==> src/rtl/fetch_sequencer.sv <==
// fetch_sequencer: walks a byte-wide big-endian instruction memory four
// bytes at a time and presents whole 32-bit instructions to decode over a
// valid/ready handshake. Branch/jump redirects restart the fetch; an
// unaligned or out-of-range target parks the block in a sticky fault.
module fetch_sequencer #(
   parameter logic [31:0] RESET_PC  = 32'd0,
   parameter int          MEM_BYTES = 32
) (
   input  logic        clk,
   input  logic        reset,
   output logic [31:0] mem_addr,
   output logic        mem_rd,
   input  logic [7:0]  mem_data,
   output logic [31:0] instr,
   output logic [31:0] pc,
   output logic        instr_valid,
   input  logic        instr_ready,
   input  logic        redirect,
   input  logic [31:0] redirect_target,
   output logic        fault
);

   typedef enum logic [2:0] {
      F0    = 3'd0,
      F1    = 3'd1,
      F2    = 3'd2,
      F3    = 3'd3,
      HOLD  = 3'd4,
      FAULT = 3'd5
   } state_t;

   // Highest address at which a whole instruction still fits.
   localparam logic [31:0] LAST_ADDR = 32'(MEM_BYTES - 4);

   state_t      state_q, state_d;
   logic [31:0] fetch_pc_q, fetch_pc_d;
   logic [23:0] shreg_q, shreg_d;
   logic [31:0] instr_q, instr_d;
   logic [31:0] pc_q, pc_d;
   logic        valid_q, valid_d;
   logic        fault_q, fault_d;
   logic        target_ok;
   logic [31:0] byte_offset;

   // Memory-side outputs depend on state and fetch_pc only, so no input
   // can ever combinationally reach the memory address.
   always_comb begin
      byte_offset = 32'd0;
      mem_rd      = 1'b0;
      case (state_q)
         F0:      begin byte_offset = 32'd0; mem_rd = 1'b1; end
         F1:      begin byte_offset = 32'd1; mem_rd = 1'b1; end
         F2:      begin byte_offset = 32'd2; mem_rd = 1'b1; end
         F3:      begin byte_offset = 32'd3; mem_rd = 1'b1; end
         default: begin byte_offset = 32'd0; mem_rd = 1'b0; end
      endcase
      mem_addr = fetch_pc_q + byte_offset;
   end

   // Next-state logic: byte capture and handshake first, redirect overrides.
   always_comb begin
      state_d    = state_q;
      fetch_pc_d = fetch_pc_q;
      shreg_d    = shreg_q;
      instr_d    = instr_q;
      pc_d       = pc_q;
      valid_d    = valid_q;
      fault_d    = fault_q;
      target_ok  = (redirect_target[1:0] == 2'b00) && (redirect_target <= LAST_ADDR);

      case (state_q)
         F0: begin
            shreg_d[23:16] = mem_data;
            state_d        = F1;
         end
         F1: begin
            shreg_d[15:8] = mem_data;
            state_d       = F2;
         end
         F2: begin
            shreg_d[7:0] = mem_data;
            state_d      = F3;
         end
         F3: begin
            instr_d    = {shreg_q, mem_data};
            pc_d       = fetch_pc_q;
            valid_d    = 1'b1;
            // Compare instead of modulo so non-power-of-two sizes wrap too.
            fetch_pc_d = (fetch_pc_q == LAST_ADDR) ? 32'd0 : fetch_pc_q + 32'd4;
            state_d    = HOLD;
         end
         HOLD: begin
            if (instr_ready) begin
               valid_d = 1'b0;
               state_d = F0;
            end
         end
         FAULT: begin
            valid_d = 1'b0;
         end
         default: begin
            state_d = FAULT;
            valid_d = 1'b0;
            fault_d = 1'b1;
         end
      endcase

      // A redirect wins over everything; a held instruction accepted in the
      // same cycle is simply consumed, partial bytes are thrown away.
      if (redirect && (state_q != FAULT)) begin
         instr_d = instr_q;
         pc_d    = pc_q;
         shreg_d = shreg_q;
         valid_d = 1'b0;
         if (target_ok) begin
            fetch_pc_d = redirect_target;
            state_d    = F0;
         end else begin
            fetch_pc_d = fetch_pc_q;
            fault_d    = 1'b1;
            state_d    = FAULT;
         end
      end
   end

   // State and registered outputs; reset drops any in-flight or held data.
   always_ff @(posedge clk) begin
      if (reset) begin
         state_q    <= F0;
         fetch_pc_q <= RESET_PC;
         shreg_q    <= 24'd0;
         instr_q    <= 32'd0;
         pc_q       <= RESET_PC;
         valid_q    <= 1'b0;
         fault_q    <= 1'b0;
      end else begin
         state_q    <= state_d;
         fetch_pc_q <= fetch_pc_d;
         shreg_q    <= shreg_d;
         instr_q    <= instr_d;
         pc_q       <= pc_d;
         valid_q    <= valid_d;
         fault_q    <= fault_d;
      end
   end

   assign instr       = instr_q;
   assign pc          = pc_q;
   assign instr_valid = valid_q;
   assign fault       = fault_q;

endmodule

==> config.mk <==
export PLATFORM = sky130hd
export DESIGN_NAME = fetch_sequencer
export DESIGN_NICKNAME = d
export VERILOG_FILES = /design/src/rtl/fetch_sequencer.sv
export SDC_FILE = /design/constraint.sdc
export NUM_CORES = 1
export LEC_CHECK = 0
export CAP_MARGIN = 20
export CORE_UTILIZATION = 35
export CTS_CLUSTER_SIZE = 30
export DETAILED_ROUTE_END_ITERATION = 8
export GPL_TIMING_DRIVEN = 0
export PLACE_DENSITY = 0.66
export SLEW_MARGIN = 20
export SYNTH_ARGS = -nofsm -noshare
export SYNTH_HDL_FRONTEND = slang
export SYNTH_SLANG_ARGS = --single-unit
==> constraint.sdc <==
create_clock -name clk -period 3.9 [get_ports clk]
set_input_delay 0.78 -clock clk [delete_from_list [all_inputs] [get_ports clk]]
set_output_delay 0.78 -clock clk [all_outputs]
set_load 0.01 [all_outputs]
Word level (Yosys, flattened, before mapping)
Index checks and enable logic that the tools add are counted.

Flip-flop bits (word level): 125. Input port bits: 44. Output and inout port bits: 99. Word-level logic and storage cells: 56.

Add/sub/neg operators: 2. Order comparisons: 1. Equality and inequality tests: 11. Multiplexer cells: 15. Bitwise gates (word level): 2. Reduce and logical (&&, ||, !) cells: 16.

Operators with widths (count): $mux W32 (4); $add A32 B3 Y32 const B (1); $add A32 B32 Y32 (1); $eq A32 B5 Y1 const B (1); $le A32 B5 Y1 const B (1); $pmux W3 S6 (1); $reduce_and A2 Y1 (7); $mux W3 (3); $eq A3 B2 Y1 const B (2); $eq A3 B3 Y1 const B (2); $ne A2 B2 Y1 const B (3); $ne A3 B3 Y1 const B (2); $pmux W2 S3 (1); $reduce_or A6 Y1 (1); $mux W1 (5); $reduce_or A4 Y1 (1); $eq A3 B1 Y1 const B (1); $logic_not A3 Y1 (1); $pmux W1 S3 (1); $reduce_or A3 Y1 (1); $logic_and A1 B1 Y1 (2); $logic_not A2 Y1 (1); $not A1 Y1 (2); $reduce_bool A2 Y1 (1); $reduce_or A2 Y1 (1).

Logic depth before layout (Yosys ltp)
Gate-level depths: netlist of the first run.

Depth in word-level cells: 5. Depth in mapped cells: 9. Gate-level depth less buffers: 8.

Least setup slack after synthesis of the first run
OpenSTA, ideal clock, no wires.

Path kind: register to output. Start point: register state_q[0]. End point: output port mem_addr[24]. Data arrival time: 2.236 ns. Data required time: 3.120 ns. Path slack: 0.884 ns. Cell stages (with the launch flop): 10. Buffers on the path: 1. Path through: dfxtp_1 > buf_2 > nor2b_1 > ha_1 > inv_1 > fa_1 > nor4_1 > nand3_1 > nor2_1 > xor2_1.

Word-level cells in the longest chain between the ends: 3.

RTL lines: start: declaration (line 35) `state_t state_q, state_d;`; start signal: assignment (line 137) `state_q <= state_d;`; $eq A3 B2 Y1 or $eq A3 B1 Y1 (tied branches) (line 50) `case (state_q)`; $pmux W2 S3 (*) (line 50); $add A32 B32 Y32 (*) (line 57) `mem_addr = fetch_pc_q + byte_offset;`; end: declaration (line 11) `output logic [31:0] mem_addr,`.

Mark *: on every way between the ends. The rest lies on a longest branch, timed or not.

Worst setup path in the final report of the first run
Ends and elaborated chain as after synthesis.

==> impl_results.html, run 1 <==
<table>
<tr><th>Metric</th><th>Value</th></tr>
<tr><th colspan="2">Worst setup path</th></tr>
<tr><td>Required arrival time at the worst endpoint</td><td>3.12 ns</td></tr>
<tr><td>Worst Path Max Fanout</td><td>10</td></tr>
<tr><td>Launch instance of the worst register-to-register path</td><td>fetch_pc_q[3]$_SDFFE_PP0P_</td></tr>
<tr><td>Endpoint class of the critical path</td><td>output pin</td></tr>
<tr><td>Crit path from</td><td>state_q[0]$_SDFFE_PP0P_</td></tr>
<tr><td>Cell-by-cell trace of the critical path</td><td>buf_4 -&gt; nor2b_2 -&gt; ha_2 -&gt; inv_1 -&gt; fa_2 -&gt; nor4_4 -&gt; nand3_2 -&gt; nor2_1 -&gt; xor2_1 -&gt; clkdlybuf4s50_1</td></tr>
<tr><td>Highest cell delay on the worst timing path</td><td>0.56 ns</td></tr>
<tr><td>Cell family with the largest share of critical-path delay</td><td>buffers and inverters</td></tr>
<tr><td>CP Capture Point</td><td>mem_addr[24]</td></tr>
<tr><td>CP arrival</td><td>3.07 ns</td></tr>
<tr><td>Number of buffers and inverters on the critical path</td><td>3</td></tr>
<tr><td>Worst reg2reg setup slack</td><td>1.26 ns</td></tr>
<tr><td>CP startpoint kind</td><td>register</td></tr>
<tr><td>Slowest cell on the critical path</td><td>sky130_fd_sc_hd__clkdlybuf4s50_1</td></tr>
<tr><td>Reg-to-reg endpoint</td><td>fetch_pc_q[28]$_SDFFE_PP0P_</td></tr>
<tr><td>Crit Path Category</td><td>register to output pin</td></tr>
<tr><td>Number of gates on the worst path with buffers counted</td><td>10</td></tr>
<tr><td>Depth of the most critical reg-to-reg path</td><td>9</td></tr>
<tr><th colspan="2">Routing</th></tr>
<tr><td>Total via count after detailed routing</td><td>5936</td></tr>
<tr><td>Total DRC errors in the routed layout</td><td>0</td></tr>
<tr><td>Number of nets still failing antenna checks after routing</td><td>0</td></tr>
<tr><td>1st-iter DRT viols</td><td>518</td></tr>
<tr><td>Number of vias per cell</td><td>5.17</td></tr>
<tr><td>Post-DR wirelength/cell</td><td>16.5 um</td></tr>
<tr><td>Number of detailed-route iterations in the first pass</td><td>5</td></tr>
<tr><td>Total routed wirelength</td><td>19000 um</td></tr>
<tr><th colspan="2">Clock network</th></tr>
<tr><td>Insertion delay of the later-clocked pin in the worst-skew pair</td><td>0.42 ns</td></tr>
<tr><td>Depth of the CTS H-tree</td><td>4</td></tr>
<tr><td>Cts bufs inserted</td><td>17</td></tr>
<tr><td>Clock slew at reported path FFs</td><td>0.06 ns</td></tr>
<tr><td>Master cell of the clock root buffer</td><td>sky130_fd_sc_hd__clkbuf_16</td></tr>
<tr><td>Maximum buffer depth of the clock tree</td><td>2</td></tr>
<tr><td>Clk sinks</td><td>125</td></tr>
<tr><td>CTS tree</td><td>built</td></tr>
<tr><th colspan="2">Global routing</th></tr>
<tr><td>Largest net degree at the start of global routing</td><td>17</td></tr>
<tr><td>Overall overflow remaining after global route</td><td>0</td></tr>
<tr><td>Wire length of the first global-routing pass</td><td>29600 um</td></tr>
<tr><td>Global-route total usage across every layer</td><td>0.217</td></tr>
<tr><td>Initial antenna violation count</td><td>0</td></tr>
<tr><td>Vias in the first global route</td><td>5555</td></tr>
<tr><th colspan="2">Synthesis</th></tr>
<tr><td>Number of synthesized register bits</td><td>125</td></tr>
<tr><td>Warnings, synthesis</td><td>0</td></tr>
<tr><td>Unique cell type count in the Yosys netlist</td><td>57</td></tr>
<tr><td>Dominant combinational cell family by area after synthesis</td><td>simple AND/OR/NAND/NOR gates</td></tr>
<tr><td>Multiplexer share of the synthesized area</td><td>0.0136</td></tr>
<tr><td>Mean Syn Cell Area</td><td>7.74 um2</td></tr>
<tr><td>Async set or reset register ratio after synthesis</td><td>0</td></tr>
<tr><td>Adder and majority cell fraction of the synthesized area</td><td>0.00977</td></tr>
<tr><td>Simple logic cell fraction of the synthesized area</td><td>0.280</td></tr>
<tr><td>Dominant register cell in the synthesized netlist</td><td>sky130_fd_sc_hd__dfxtp_1</td></tr>
<tr><td>Net Count, Synth</td><td>809</td></tr>
<tr><td>Share of the synthesized area in compound gates (AO/OA/AOI/OAI)</td><td>0.152</td></tr>
<tr><td>XOR/XNOR share of the synthesized area</td><td>0.0461</td></tr>
<tr><td>Number of instances in the synthesized netlist</td><td>761</td></tr>
<tr><td>Count of flip-flops with a built-in enable after synthesis</td><td>0</td></tr>
<tr><td>Synth Cell Area</td><td>5890 um2</td></tr>
<tr><td>Fraction of the yosys area taken by sequential cells</td><td>0.425</td></tr>
<tr><th colspan="2">STA</th></tr>
<tr><td>Measured slew at the worst slew-check pin</td><td>1.03 ns</td></tr>
<tr><td>Setup repair after global routing missed its margin</td><td>true</td></tr>
<tr><td>Fraction of the cycle the final worst path needs</td><td>0.988</td></tr>
<tr><td>Post-route minimum period</td><td>3.85 ns</td></tr>
<tr><td>Largest clock skew in the final design</td><td>0.0100 ns</td></tr>
<tr><td>Slew Limit Headroom</td><td>0.306</td></tr>
<tr><td>Count of final max-slew check failures</td><td>0</td></tr>
<tr><td>Total setup violations reported at the end of the flow</td><td>0</td></tr>
<tr><td>Max Clk Rate</td><td>260 MHz</td></tr>
<tr><td>Fin. Hold Viols</td><td>0</td></tr>
<tr><td>Hold Slack</td><td>0.453 ns</td></tr>
<tr><td>Setup TNS after final layout</td><td>0 ns</td></tr>
<tr><th colspan="2">Cells and area</th></tr>
<tr><td>Area grow syn2layout</td><td>38.7%</td></tr>
<tr><td>Diodes inserted</td><td>0</td></tr>
<tr><td>Nets</td><td>963</td></tr>
<tr><td>Share of layout cells above drive strength 1</td><td>0.0905</td></tr>
<tr><td>Layout Cell Area excl Fill</td><td>8170 um2</td></tr>
<tr><td>Most frequent cells in the layout</td><td>sky130_fd_sc_hd__nand2_1, sky130_fd_sc_hd__clkdlybuf4s50_1, sky130_fd_sc_hd__dfxtp_1</td></tr>
<tr><td>Leading cell type in the layout, fill and taps excluded</td><td>sky130_fd_sc_hd__nand2_1</td></tr>
<tr><th colspan="2">Die</th></tr>
<tr><td>Number of cell rows</td><td>47</td></tr>
<tr><td>Core area</td><td>16500 um2</td></tr>
<tr><td>Count of boundary I/O pins</td><td>143</td></tr>
<tr><td>DIE HEIGHT</td><td>132 um</td></tr>
<tr><td>Die Footprint</td><td>17400 um2</td></tr>
<tr><td>Horizontal extent of the die</td><td>132 um</td></tr>
<tr><td>Initial core utilization</td><td>0.357</td></tr>
<tr><th colspan="2">Job</th></tr>
<tr><td>Max capacitance violation total</td><td>0</td></tr>
<tr><th colspan="2">Worst hold path</th></tr>
<tr><td>Hold crit path type</td><td>register to register</td></tr>
<tr><th colspan="2">Pwr</th></tr>
<tr><td>Cell leakage power</td><td>0.00280 uW</td></tr>
<tr><td>Power per standard cell area</td><td>361 nW/um2</td></tr>
<tr><td>Max rail drop VDD</td><td>0.314 mV</td></tr>
<tr><th colspan="2">Place</th></tr>
<tr><td>Post-DP HPWL</td><td>13400 um</td></tr>
<tr><td>Buffers on Ports</td><td>140</td></tr>
<tr><td>Routability Congestion</td><td>0.884</td></tr>
<tr><td>Placement-stage cell area</td><td>7580 um2</td></tr>
<tr><th colspan="2">Status</th></tr>
<tr><td>Status</td><td>finished clean</td></tr>
</table>
## per-layer routing
metal	vias to the layer above	part of all wire	global-route usage
met5	-	0	0
met4	0	0.024	0.0943
met3	41	0.073	0.0496
met2	259	0.45	0.336
met1	2730	0.46	0.289
li1	2906	-	-
## where the power goes
part | total, uW | internal [uW] | leakage, uW | switching [uW]
Combinational | 176 | 75.9 | 0.00152 | 100
Clock | 1470 | 864 | 0.000273 | 610
Sequential | 1300 | 1290 | 0.00101 | 9.94
Total | 2950 | 2230 | 0.00280 | 720
## worst register-to-register path, stage by stage, from the launching register on
cell	delay (ns)
sky130_fd_sc_hd__dfxtp_1	0.33
sky130_fd_sc_hd__ha_2	0.31
sky130_fd_sc_hd__nor4b_1	0.35
sky130_fd_sc_hd__nand4_1	0.16
sky130_fd_sc_hd__o21ai_1	0.42
sky130_fd_sc_hd__buf_2	0.32
sky130_fd_sc_hd__buf_2	0.30
sky130_fd_sc_hd__o21ai_0	0.13
sky130_fd_sc_hd__nand3b_1	0.13
sky130_fd_sc_hd__o31ai_1	0.08
## timing repair
| item | 4_1_cts | 5_1_grt |
|---|---|---|
| endpoints found under the setup margin | 21 | 9 |
| gates resized for setup | 11 | 6 |
| buffers inserted | 0 | 0 |
| pin swaps | 1 | 1 |
| hold buffers | 0 | 0 |
## logic make-up (layout without fill, tap and decap cells)
group / Yosys count / after routing
buffers and inverters: 82 / 249
multiplexers: 8 / 8
AO/OA/AOI/OAI: 162 / 162
AND/OR/NAND/NOR: 349 / 349
adder cells (fa/ha/maj): 4 / 4
flip-flops: 125 / 125
XOR/XNOR: 31 / 31
## cells in the mapped netlist (all sizes together), types with 4 or more instances
cell    number  share of area
nor2        41          0.027
nand4       11          0.017
and3         4         0.0047
nand3       13          0.011
nand2b       5         0.0053
a31oi        4         0.0042
clkbuf      49          0.037
nor3        22          0.020
a311oi       5         0.0074
inv         12         0.0076
o31ai        5         0.0064
mux2i        8          0.014
nand2      197           0.13
nor4        23          0.028
dfxtp      125           0.42
o21ai       28          0.024
xnor2       15          0.022
xor2        16          0.024
nand3b       9          0.011
or3          9          0.011
buf         19          0.026
a21oi      105          0.089
## final cells by class
type | instances | area, um2
inverter | 12 | 45.0
tap | 220 | 275
buffer | 65 | 375
timing repair buffer | 140 | 1400
clock inverter | 12 | 87.6
clock buffer | 20 | 467
sequential | 125 | 2500
multi-input combinational | 554 | 3020
fill | 1599 | 8350
## registers in the layout (all words and copies together) (netlist names)
register	cells
state_q	3
fetch_pc_q	32
shreg_q	24
pc	32
instr_valid	1
instr	32
fault	1
## stage by stage
| step | setup slack (ns) | power, uW | std cells | utilization |
|---|---|---|---|---|
| floorplan | 0.884 | 1410 | 761 | - |
| global placement | 0.0645 | 1500 | 1121 | 0.458 |
| detailed placement | -0.0138 | 1500 | 1121 | 0.459 |
| CTS | 0.00905 | 2960 | 1151 | 0.494 |
| global route | -0.0957 | 3040 | 1148 | 0.494 |
| finish | 0.0466 | 2950 | 1148 | 0.494 |
## worst min-delay path by stage
| stage | from | end | slack, ns | depth (start not counted) |
|---|---|---|---|---|
| after CTS | shreg_q[1]$_SDFFE_PP0P_ | instr[9]$_SDFFE_PP0P_ | 0.45 | 2 |
| after detailed placement | shreg_q[22]$_SDFFE_PP0P_ | instr[30]$_SDFFE_PP0P_ | 0.44 | 2 |
| after global routing | instr[5]$_SDFFE_PP0P_ | instr[5]$_SDFFE_PP0P_ | 0.47 | 2 |
| after floorplan | shreg_q[16]$_SDFFE_PP0P_ | instr[24]$_SDFFE_PP0P_ | 0.43 | 2 |
| final | instr[11]$_SDFFE_PP0P_ | instr[11]$_SDFFE_PP0P_ | 0.45 | 2 |
| after global placement | shreg_q[19]$_SDFFE_PP0P_ | instr[27]$_SDFFE_PP0P_ | 0.44 | 2 |
Power figures use the tool's default switching activity.
==> run 2: changes to the inputs <==
--- a/config.mk
+++ b/config.mk
@@ -5,12 +5,12 @@
 export SDC_FILE = /design/constraint.sdc
 export NUM_CORES = 1
 export LEC_CHECK = 0
-export CAP_MARGIN = 20
+export ABC_AREA = 1
 export CORE_UTILIZATION = 35
 export CTS_CLUSTER_SIZE = 30
 export DETAILED_ROUTE_END_ITERATION = 8
 export GPL_TIMING_DRIVEN = 0
-export PLACE_DENSITY = 0.66
+export PLACE_DENSITY = 0.65
 export SLEW_MARGIN = 20
 export SYNTH_ARGS = -nofsm -noshare
 export SYNTH_HDL_FRONTEND = slang
==> run 2 against run 1 <==
Against the previous run:
- clock skew rose by 0.00061 ns
- register-to-register slack improved by 0.61 ns
- sequential share of layout area fell by 1.5 points
- critical path depth did not move
- worst hold slack improved by 0.011 ns
- die area rose by 6.4%
- core utilization fell by 0.11 points
- count of clock-buffer cells in the layout fell by 3
- combinational power rose to 2.5 times the previous value
- critical path type unchanged
- highest routed layer unchanged
==> impl_results.html, run 2 <==
<table>
<tr><th>Metric</th><th>Value</th></tr>
<tr><th colspan="2">Place</th></tr>
<tr><td>Routability Congestion</td><td>0.952</td></tr>
<tr><td>Post-DP HPWL</td><td>15000 um</td></tr>
<tr><td>Buffers on Ports</td><td>142</td></tr>
<tr><th colspan="2">STA</th></tr>
<tr><td>Setup repair after global routing missed its margin</td><td>false</td></tr>
<tr><td>Max Clk Rate</td><td>266 MHz</td></tr>
<tr><td>Slew Limit Headroom</td><td>0.598</td></tr>
<tr><td>Largest clock skew in the final design</td><td>0.0106 ns</td></tr>
<tr><td>Total setup violations reported at the end of the flow</td><td>0</td></tr>
<tr><td>Setup TNS after final layout</td><td>0 ns</td></tr>
<tr><td>Fraction of the cycle the final worst path needs</td><td>0.963</td></tr>
<tr><td>Fin. Hold Viols</td><td>0</td></tr>
<tr><td>Post-route minimum period</td><td>3.76 ns</td></tr>
<tr><td>Count of final max-slew check failures</td><td>0</td></tr>
<tr><td>Measured slew at the worst slew-check pin</td><td>0.603 ns</td></tr>
<tr><th colspan="2">Clock network</th></tr>
<tr><td>Cts bufs inserted</td><td>17</td></tr>
<tr><td>Clock slew at reported path FFs</td><td>0.06 ns</td></tr>
<tr><td>Insertion delay of the later-clocked pin in the worst-skew pair</td><td>0.43 ns</td></tr>
<tr><td>Clk sinks</td><td>125</td></tr>
<tr><td>Maximum buffer depth of the clock tree</td><td>2</td></tr>
<tr><td>Post-CTS Hold Buffers</td><td>0</td></tr>
<tr><td>CTS tree</td><td>built</td></tr>
<tr><td>Master cell of the clock root buffer</td><td>sky130_fd_sc_hd__clkbuf_16</td></tr>
<tr><td>Depth of the CTS H-tree</td><td>4</td></tr>
<tr><th colspan="2">Worst setup path</th></tr>
<tr><td>Cell-by-cell trace of the critical path</td><td>inv_1 -&gt; nor2_1 -&gt; ha_1 -&gt; a21oi_4 -&gt; inv_2 -&gt; nand2_1 -&gt; nor2_2 -&gt; nand2_1 -&gt; xor2_1 -&gt; clkdlybuf4s50_1</td></tr>
<tr><td>Cell family with the largest share of critical-path delay</td><td>buffers and inverters</td></tr>
<tr><td>Highest cell delay on the worst timing path</td><td>0.59 ns</td></tr>
<tr><td>Crit Path Category</td><td>register to output pin</td></tr>
<tr><td>Endpoint class of the critical path</td><td>output pin</td></tr>
<tr><td>Most frequent cell on the critical path</td><td>sky130_fd_sc_hd__nand2_1</td></tr>
<tr><td>Number of buffers and inverters on the critical path</td><td>3</td></tr>
<tr><td>CP startpoint kind</td><td>register</td></tr>
<tr><td>Required arrival time at the worst endpoint</td><td>3.12 ns</td></tr>
<tr><td>CP arrival</td><td>2.98 ns</td></tr>
<tr><td>Depth of the most critical reg-to-reg path</td><td>9</td></tr>
<tr><td>Worst reg2reg setup slack</td><td>1.87 ns</td></tr>
<tr><td>Worst Path Max Fanout</td><td>6</td></tr>
<tr><td>Launch instance of the worst register-to-register path</td><td>fetch_pc_q[2]$_SDFFE_PP0P_</td></tr>
<tr><td>Slowest cell on the critical path</td><td>sky130_fd_sc_hd__clkdlybuf4s50_1</td></tr>
<tr><td>Reg-to-reg endpoint</td><td>fetch_pc_q[18]$_SDFFE_PP0P_</td></tr>
<tr><th colspan="2">Cells and area</th></tr>
<tr><td>Combined area of the multi-input logic cells</td><td>3300 um2</td></tr>
<tr><td>Nets</td><td>1171</td></tr>
<tr><td>Share of layout cells above drive strength 1</td><td>0.0801</td></tr>
<tr><td>Diodes inserted</td><td>0</td></tr>
<tr><td>Most frequent cells in the layout</td><td>sky130_fd_sc_hd__nor2_1, sky130_fd_sc_hd__nand2_1, sky130_fd_sc_hd__clkdlybuf4s50_1</td></tr>
<tr><td>Number of inserted filler cells in the final layout</td><td>1795</td></tr>
<tr><td>Area grow syn2layout</td><td>36.9%</td></tr>
<tr><td>Leading cell type in the layout, fill and taps excluded</td><td>sky130_fd_sc_hd__nor2_1</td></tr>
<tr><td>Sequential cell area</td><td>2500 um2</td></tr>
<tr><th colspan="2">Synthesis</th></tr>
<tr><td>Number of instances in the synthesized netlist</td><td>963</td></tr>
<tr><td>Async set or reset register ratio after synthesis</td><td>0</td></tr>
<tr><td>Largest area contributor in the synthesized netlist</td><td>sky130_fd_sc_hd__dfxtp_1</td></tr>
<tr><td>Dominant register cell in the synthesized netlist</td><td>sky130_fd_sc_hd__dfxtp_1</td></tr>
<tr><td>Synth top area cells</td><td>sky130_fd_sc_hd__dfxtp_1, sky130_fd_sc_hd__nor2_1, sky130_fd_sc_hd__nand2_1</td></tr>
<tr><td>Commonest cells in the synthesized netlist</td><td>sky130_fd_sc_hd__nor2_1, sky130_fd_sc_hd__nand2_1, sky130_fd_sc_hd__dfxtp_1</td></tr>
<tr><td>Top-area cell type share of the netlist area</td><td>0.399</td></tr>
<tr><td>Unique cell type count in the Yosys netlist</td><td>30</td></tr>
<tr><td>Most frequent cell after synthesis</td><td>sky130_fd_sc_hd__nor2_1</td></tr>
<tr><td>Fraction of the yosys area taken by sequential cells</td><td>0.399</td></tr>
<tr><td>Warnings, synthesis</td><td>0</td></tr>
<tr><td>Mean Syn Cell Area</td><td>6.52 um2</td></tr>
<tr><td>Count of flip-flops with a built-in enable after synthesis</td><td>0</td></tr>
<tr><td>Net Count, Synth</td><td>1011</td></tr>
<tr><td>Number of synthesized register bits</td><td>125</td></tr>
<tr><td>Synth Cell Area</td><td>6280 um2</td></tr>
<tr><th colspan="2">Global routing</th></tr>
<tr><td>Vias in the first global route</td><td>6077</td></tr>
<tr><td>Initial antenna violation count</td><td>0</td></tr>
<tr><td>Global-route total usage across every layer</td><td>0.224</td></tr>
<tr><td>Wire length of the first global-routing pass</td><td>31500 um</td></tr>
<tr><td>Overall overflow remaining after global route</td><td>0</td></tr>
<tr><td>Largest net degree at the start of global routing</td><td>17</td></tr>
<tr><th colspan="2">Die</th></tr>
<tr><td>Initial core utilization</td><td>0.360</td></tr>
<tr><td>Number of cell rows</td><td>48</td></tr>
<tr><td>Horizontal extent of the die</td><td>136 um</td></tr>
<tr><td>DIE HEIGHT</td><td>136 um</td></tr>
<tr><td>Core area</td><td>17400 um2</td></tr>
<tr><td>Die Footprint</td><td>18500 um2</td></tr>
<tr><td>Count of boundary I/O pins</td><td>143</td></tr>
<tr><th colspan="2">Routing</th></tr>
<tr><td>Number of nets still failing antenna checks after routing</td><td>0</td></tr>
<tr><td>Number of detailed-route iterations in the first pass</td><td>6</td></tr>
<tr><td>Post-DR wirelength/cell</td><td>14.7 um</td></tr>
<tr><td>Total via count after detailed routing</td><td>6549</td></tr>
<tr><td>Total routed wirelength</td><td>19900 um</td></tr>
<tr><td>Total DRC errors in the routed layout</td><td>0</td></tr>
<tr><td>Number of vias per cell</td><td>4.81</td></tr>
<tr><td>1st-iter DRT viols</td><td>426</td></tr>
<tr><th colspan="2">Pwr</th></tr>
<tr><td>Overall power of the completed layout</td><td>3390 uW</td></tr>
<tr><td>Max rail drop VDD</td><td>0.317 mV</td></tr>
<tr><td>Power per standard cell area</td><td>394 nW/um2</td></tr>
<tr><td>Cell leakage power</td><td>0.00368 uW</td></tr>
<tr><th colspan="2">Worst hold path</th></tr>
<tr><td>Endpoint of the worst hold path</td><td>fetch_pc_q[1]$_SDFFE_PP0P_</td></tr>
<tr><td>Hold path cells</td><td>2</td></tr>
<tr><td>Hold crit path type</td><td>register to register</td></tr>
<tr><td>Start point of the worst hold path</td><td>fetch_pc_q[1]$_SDFFE_PP0P_</td></tr>
<tr><th colspan="2">Job</th></tr>
<tr><td>Max capacitance violation total</td><td>0</td></tr>
<tr><th colspan="2">Status</th></tr>
<tr><td>Status</td><td>finished clean</td></tr>
</table>
==> run 2: report_power, final <==
group	internal [uW]	leakage [uW]	total [uW]	switching, uW
combinational	193	0.00238	441	248
clock	858	0.000287	1570	708
sequential	1330	0.00102	1380	53.8
==> run 2: cell families (layout without fill, tap and decap cells) <==
kind of cell    count (synthesis)  after routing  synth area share
flops                         125            125             0.399
fa+ha+maj                       4              4           0.00917
buf+inv                       118            291            0.0801
xor+xnor                       34             34            0.0474
simple gates                  535            535             0.345
compound gates                147            147             0.119
==> run 2: cell type report <==
class                           instances  share of cell area
Inverter                               82              0.0361
Buffer                                 35              0.0220
Timing Repair Buffer                  142               0.165
Tap cell                              225              0.0328
Clock inverter                         15              0.0192
Clock buffer                           17              0.0495
Sequential cell                       125               0.291
Multi-Input combinational cell        720               0.384
==> run 2: worst min-delay path, cell delays in order (launching register included) <==
cell	delay, ns
sky130_fd_sc_hd__dfxtp_1	0.33
sky130_fd_sc_hd__nand2_1	0.07
sky130_fd_sc_hd__nor2_1	0.03
==> run 2: per-stage QoR <==
| step | util | cells | hold slack (ns) | area (um2) | setup slack (ns) |
|---|---|---|---|---|---|
| after global routing | 0.493 | 1361 | 0.486 | 8590 | 0.0258 |
| after detailed placement | 0.458 | 1330 | 0.453 | 7980 | 0.177 |
| after CTS | 0.493 | 1361 | 0.464 | 8580 | -0.0255 |
| final | 0.493 | 1361 | 0.463 | 8590 | 0.144 |
| after global placement | 0.458 | 1330 | 0.452 | 7980 | 0.166 |
| after floorplan | - | 963 | 0.436 | 6280 | 1.24 |
==> run 2: how the worst max path moves through the flow <==
stage | startpoint | slack [ns] | cells past startpoint | to
6_report | state_q[1]$_SDFFE_PP0P_ | 0.14 | 10 | mem_addr[29]
5_1_grt | state_q[0]$_SDFFE_PP0P_ | 0.03 | 9 | mem_addr[28]
4_1_cts | state_q[1]$_SDFFE_PP0P_ | -0.03 | 10 | mem_addr[29]
3_5_place_dp | state_q[1]$_SDFFE_PP0P_ | 0.18 | 10 | mem_addr[29]
3_3_place_gp | state_q[1]$_SDFFE_PP0P_ | 0.17 | 10 | mem_addr[29]
2_1_floorplan | state_q[0]$_SDFFE_PP0P_ | 1.24 | 9 | mem_addr[16]
==> run 2: timing repair <==
item,CTS,global route
pin swaps,0,1
gates cloned,0,0
buffers inserted,0,0
setup endpoints to repair,13,9
resized for setup,3,4
==> run 2: metal layers <==
| layer | share of wire | global-route usage | vias to the layer above |
|---|---|---|---|
| met5 | 0 | 0 | - |
| met4 | 0.023 | 0.0895 | 0 |
| met3 | 0.077 | 0.0526 | 30 |
| li1 | - | - | 3336 |
| met1 | 0.47 | 0.303 | 2934 |
| met2 | 0.43 | 0.342 | 249 |
